===== config.mk =====
export PLATFORM = sky130hd
export DESIGN_NAME = buffered_bitop_pipe
export DESIGN_NICKNAME = d
export VERILOG_FILES = /design/src/rtl/buffered_bitop_pkg.sv /design/src/rtl/sync_fifo.sv /design/src/rtl/buffered_bitop_pipe.sv
export SDC_FILE = /design/constraint.sdc
export NUM_CORES = 1
export LEC_CHECK = 0
export ABC_AREA = 0
export CAP_MARGIN = 20
export CORE_MARGIN = 4
export CORE_UTILIZATION = 53
export DETAILED_ROUTE_END_ITERATION = 10
export GPL_TIMING_DRIVEN = 1
export PLACE_DENSITY = 0.76
export SYNTH_ARGS = -nofsm -noshare
export SYNTH_HDL_FRONTEND = slang
export SYNTH_SLANG_ARGS = --single-unit

===== constraint.sdc =====
create_clock -name clk -period 2.3 [get_ports clk]
set_input_delay 0.46 -clock clk [delete_from_list [all_inputs] [get_ports clk]]
set_output_delay 0.46 -clock clk [all_outputs]
set_load 0.03 [all_outputs]

===== src/rtl/buffered_bitop_pkg.sv =====
// Shared types for the buffered bit-operation pipeline.
// op_e is the per-beat operation code carried through the input FIFO.
package buffered_bitop_pkg;

    localparam int OP_W = 2;

    typedef enum logic [OP_W-1:0] {
        OP_XOR = 2'b00,
        OP_AND = 2'b01,
        OP_OR  = 2'b10,
        OP_ADD = 2'b11
    } op_e;

endpackage


===== src/rtl/sync_fifo.sv =====
// Synchronous first-word-fall-through FIFO with occupancy count and synchronous clear.
// A push is refused whenever full, even if a pop happens on the same edge.
module sync_fifo #(
    parameter int W     = 8,
    parameter int DEPTH = 4
) (
    input  logic                     clk,
    input  logic                     rst,
    input  logic                     clear,
    input  logic                     push,
    input  logic                     pop,
    input  logic [W-1:0]             wdata,
    output logic [W-1:0]             rdata,
    output logic                     full,
    output logic                     empty,
    output logic [$clog2(DEPTH):0]   count
);

    localparam int AW = $clog2(DEPTH);
    localparam int CW = AW + 1;

    logic [W-1:0]  mem [DEPTH];
    logic [AW-1:0] wr_ptr_reg;
    logic [AW-1:0] rd_ptr_reg;
    logic [CW-1:0] count_reg;
    logic          do_push;
    logic          do_pop;

    assign do_push = push && !full;
    assign do_pop  = pop && !empty;

    always_ff @(posedge clk) begin
        if (rst || clear) begin
            wr_ptr_reg <= '0;
            rd_ptr_reg <= '0;
            count_reg  <= '0;
        end else begin
            if (do_push) begin
                wr_ptr_reg <= wr_ptr_reg + AW'(1);
            end
            if (do_pop) begin
                rd_ptr_reg <= rd_ptr_reg + AW'(1);
            end
            case ({do_push, do_pop})
                2'b10:   count_reg <= count_reg + CW'(1);
                2'b01:   count_reg <= count_reg - CW'(1);
                default: count_reg <= count_reg;
            endcase
        end
    end

    // Storage carries no reset; validity is tracked by the pointers and count.
    always_ff @(posedge clk) begin
        if (do_push) begin
            mem[wr_ptr_reg] <= wdata;
        end
    end

    assign full  = (count_reg == CW'(DEPTH));
    assign empty = (count_reg == '0);
    assign rdata = empty ? '0 : mem[rd_ptr_reg];
    assign count = count_reg;

endmodule


===== src/rtl/buffered_bitop_pipe.sv =====
// Input FIFO -> one registered operation stage -> output FIFO, all valid/ready.
// Each beat carries its own operation code so mixed operations stream freely.
module buffered_bitop_pipe
    import buffered_bitop_pkg::*;
#(
    parameter int WIDTH = 8,
    parameter int DEPTH = 4
) (
    input  logic                     clk,
    input  logic                     rst,
    input  logic                     flush,
    input  logic                     in_valid,
    output logic                     in_ready,
    input  logic [WIDTH-1:0]         in_a,
    input  logic [WIDTH-1:0]         in_b,
    input  logic [1:0]               in_op,
    output logic                     out_valid,
    input  logic                     out_ready,
    output logic [WIDTH-1:0]         out_data,
    output logic [$clog2(DEPTH):0]   in_count,
    output logic [$clog2(DEPTH):0]   out_count
);

    localparam int IN_W = 2 * WIDTH + OP_W;

    logic [IN_W-1:0]  in_wdata;
    logic [IN_W-1:0]  in_rdata;
    logic             in_full;
    logic             in_empty;
    logic             in_pop;
    logic             out_full;
    logic             out_empty;
    logic             out_push;
    logic [WIDTH-1:0] result;

    logic             stage_valid_reg;
    op_e              stage_op_reg;
    logic [WIDTH-1:0] stage_a_reg;
    logic [WIDTH-1:0] stage_b_reg;

    assign in_wdata = {in_op, in_a, in_b};

    sync_fifo #(
        .W     (IN_W),
        .DEPTH (DEPTH)
    ) u_in_fifo (
        .clk   (clk),
        .rst   (rst),
        .clear (flush),
        .push  (in_valid),
        .pop   (in_pop),
        .wdata (in_wdata),
        .rdata (in_rdata),
        .full  (in_full),
        .empty (in_empty),
        .count (in_count)
    );

    // The stage reloads only when it is empty or is handing its result on this edge.
    assign out_push = stage_valid_reg && !out_full;
    assign in_pop   = !in_empty && (!stage_valid_reg || !out_full);

    always_ff @(posedge clk) begin
        if (rst || flush) begin
            stage_valid_reg <= 1'b0;
            stage_op_reg    <= OP_XOR;
            stage_a_reg     <= '0;
            stage_b_reg     <= '0;
        end else if (in_pop) begin
            stage_valid_reg <= 1'b1;
            stage_op_reg    <= op_e'(in_rdata[IN_W-1 -: OP_W]);
            stage_a_reg     <= in_rdata[2*WIDTH-1 -: WIDTH];
            stage_b_reg     <= in_rdata[WIDTH-1:0];
        end else if (out_push) begin
            stage_valid_reg <= 1'b0;
        end
    end

    always_comb begin
        result = '0;
        unique case (stage_op_reg)
            OP_XOR: result = stage_a_reg ^ stage_b_reg;
            OP_AND: result = stage_a_reg & stage_b_reg;
            OP_OR:  result = stage_a_reg | stage_b_reg;
            OP_ADD: result = stage_a_reg + stage_b_reg;
            default: result = '0;
        endcase
    end

    sync_fifo #(
        .W     (WIDTH),
        .DEPTH (DEPTH)
    ) u_out_fifo (
        .clk   (clk),
        .rst   (rst),
        .clear (flush),
        .push  (out_push),
        .pop   (out_ready),
        .wdata (result),
        .rdata (out_data),
        .full  (out_full),
        .empty (out_empty),
        .count (out_count)
    );

    assign in_ready  = !in_full;
    assign out_valid = !out_empty;

endmodule


==> results.json, run 1 <==
{
  "status": "completed",
  "regMostFlops": "u_in_fifo.mem",
  "syn_area_um2": 5980,
  "worst_path_max_delay_cell": "mux4_2",
  "grt_usage_pct": 16.7,
  "fmax_ghz": 0.456,
  "synth_ff_type": "edfxtp_1",
  "dp_hpwl_um": 6650,
  "largest_register_ff_count": 72,
  "fin_crit_sh_pct": 95.3,
  "pwr_density_cell_nw_per_um2": 810,
  "crit_buf_inv": 2,
  "multi_input_area_um2": 2010,
  "yosysTopAreaCellShare_pct": 52.3,
  "ir_worst_vdd_v": 0.000699,
  "postRouteWirelength_um": 9920,
  "regArea_um2": 3830,
  "synth_edf_count": 104,
  "gp_congestion": 0.718,
  "ys_seq_elements": 139,
  "port_buffers": 38,
  "layout.filler_cells": 789,
  "numCtsBuffers": 17,
  "final_core_utilization_pct": 65.8,
  "seq_area_frac_synth_pct": 64.0,
  "p_leak_nw": 2.55,
  "num_io_pins": 39,
  "synthArstFlopShare_pct": 0,
  "grt_overflow_total": 0,
  "htreeDepth": 4,
  "slowest_delay_ns": 0.49,
  "initialDrtViolationCount": 141,
  "die_h_um": 114,
  "vias": 3272,
  "yosysTopAreaCell": "edfxtp_1",
  "die-area_um2": 13000,
  "crit_family": "multiplexers",
  "ys_top_cells_by_area": "edfxtp_1, mux4_2, dfxtp_1",
  "cts.clk_slew.worst_paths_ns": 0.05,
  "clk_latency_ns": 0.41,
  "synthTopCellsByCount": "edfxtp_1, nand2_1, inv_1, dfxtp_1, mux4_2",
  "largestRegisters": "u_in_fifo.mem: 72 flops, u_out_fifo.mem: 32 flops",
  "root_buffer": "clkbuf_16",
  "worstPathRequired_ns": 1.84,
  "setup_violations": 0,
  "syn_avg_cell_area_um2": 14.8,
  "antenna_left": 0,
  "slew_viol_final": 0,
  "core_area_um2": 10900,
  "timing.final.crit_period_ns": 2.19,
  "initial_utilization_pct": 54.6,
  "ctsHoldBuffers": 0,
  "num_rows": 38,
  "cts.sinks": 139,
  "dp_slack_ns": -0.0736,
  "worst_pin_slew_ns": 0.638,
  "setup.worst_path.end_class": "output port",
  "syn-num-nets": 457,
  "drive_gt1_share_pct": 21.5,
  "firstDrtPassIters": 5,
  "whs_ns": 0.474,
  "min-delay-path-class": "register to register",
  "insertedDiodeCount": 0,
  "cts_tree": "built",
  "grt_pass1_wl_um": 16500,
  "finClkSkew_ns": 0.00584,
  "cp_max_fo": 8,
  "hold_viol_final": 0,
  "grt_setup_unrepaired": "no",
  "yosysUniqueCellTypes": 33,
  "grt_pass1_vias": 3345,
  "cp-start-kind": "register",
  "cap_violations": 0,
  "avgViaCountPerCell": 5.33,
  "drc_errors": 0,
  "antenna_found_initial": 0,
  "arrival_ns": 1.73,
  "area_growth_pct": 20.4,
  "max-clock-path-buffers": 2,
  "worstSetupPathType": "register to output port",
  "max_slew_margin_pct": 57.5,
  "syn_inst": 405,
  "wl_per_cell_um": 16.2,
  "grt_max_degree": 35,
  "finalNetCount": 515,
  "yosys_warnings": 0,
  "die_w_um": 114,
  "yosysMostFrequentCell": "edfxtp_1",
  "worst_slack_ns": 0.108,
  "path_cells": "buf_12 -> mux4_2 -> and2_1 -> buf_2",
  "setup_tns_ns": 0
}
cell usage in the layout (no fill, tap or decap), types with 15 or more instances in the layout:
cell	n
nor2_1	18
nand2_1	42
buf_4	16
ha_1	22
clkbuf_16	17
a21oi_1	30
dfxtp_1	29
and2_1	15
clkdlybuf4s50_1	28
mux4_2	32
edfxtp_1	104
inv_1	37
worst min-delay path: stages (launching register included):
cell	delay, ns
dfxtp_1	0.32
nand2_1	0.06
a21oi_1	0.05
report_power, final:
part	internal (mW)	switching, mW
Sequential	2.77	0.0351
Combinational	0.221	0.252
Clock	1.58	0.966
Total	4.57	1.25
cells by family after synthesis:
kind of cell               share of synthesized area (%)
AOI/OAI and AO/OA                                   3.96
xor gates and xnor gates                            2.49
adders and majority gates                           6.32
buffers and inverters                               3.50
DFF                                                 64.0
muxes                                               12.7
and+or+nand+nor                                     7.08
per-stage QoR:
step	instances	cell area [um^2]	power, mW
after floorplan	405	5990	3.16
after global placement	584	6620	3.31
after detailed placement	584	6620	3.33
after CTS	614	7140	5.87
after global routing	614	7190	6.06
final	614	7190	5.82
final timing paths:
| path | from | endpoint | slack, ns | cells after the start |
|---|---|---|---|---|
| setup / recovery | register | out_data[4] | 0.11 | 4 |
| hold / removal | stage_a_reg[7]$_SDFFE_PP0P_ | stage_a_reg[7]$_SDFFE_PP0P_ | 0.47 | 2 |
| setup reg to reg | stage_a_reg[3]$_SDFFE_PP0P_ | u_out_fifo.mem[0][6]$_DFFE_PP_ | 0.11 | 7 |
| hold reg to reg | stage_a_reg[7]$_SDFFE_PP0P_ | stage_a_reg[7]$_SDFFE_PP0P_ | 0.47 | 2 |
area by class of cell:
type,instances,area share (%)
Inverter,37,1.93
Clock buffer,18,5.97
Multi-Input combinational cell,213,28.0
Clock inverter,12,1.74
Sequential cell,139,53.3
Tap cell,140,2.44
Timing Repair Buffer,55,6.70
per-layer routing:
metal | global-route usage (%) | part of all wire, %
met5 | 0 | 0
met4 | 6.81 | 1.5
met3 | 5.13 | 3.7
met2 | 28.3 | 53
met1 | 19.8 | 42
repair_timing:
| item | CTS | global route |
|---|---|---|
| gates resized for setup | 40 | 15 |
| setup buffers | 0 | 0 |
| endpoints found under the setup margin | 13 | 15 |
| cloned | 0 | 0 |
Note: power is estimated with default switching activity, not from simulation.
==> run 2: changes to the inputs <==
GPL_ROUTABILITY_DRIVEN = 0   (was unset)
==> results of run 2 <==
Final layout, timing and power as in run 1 (identical DEF).
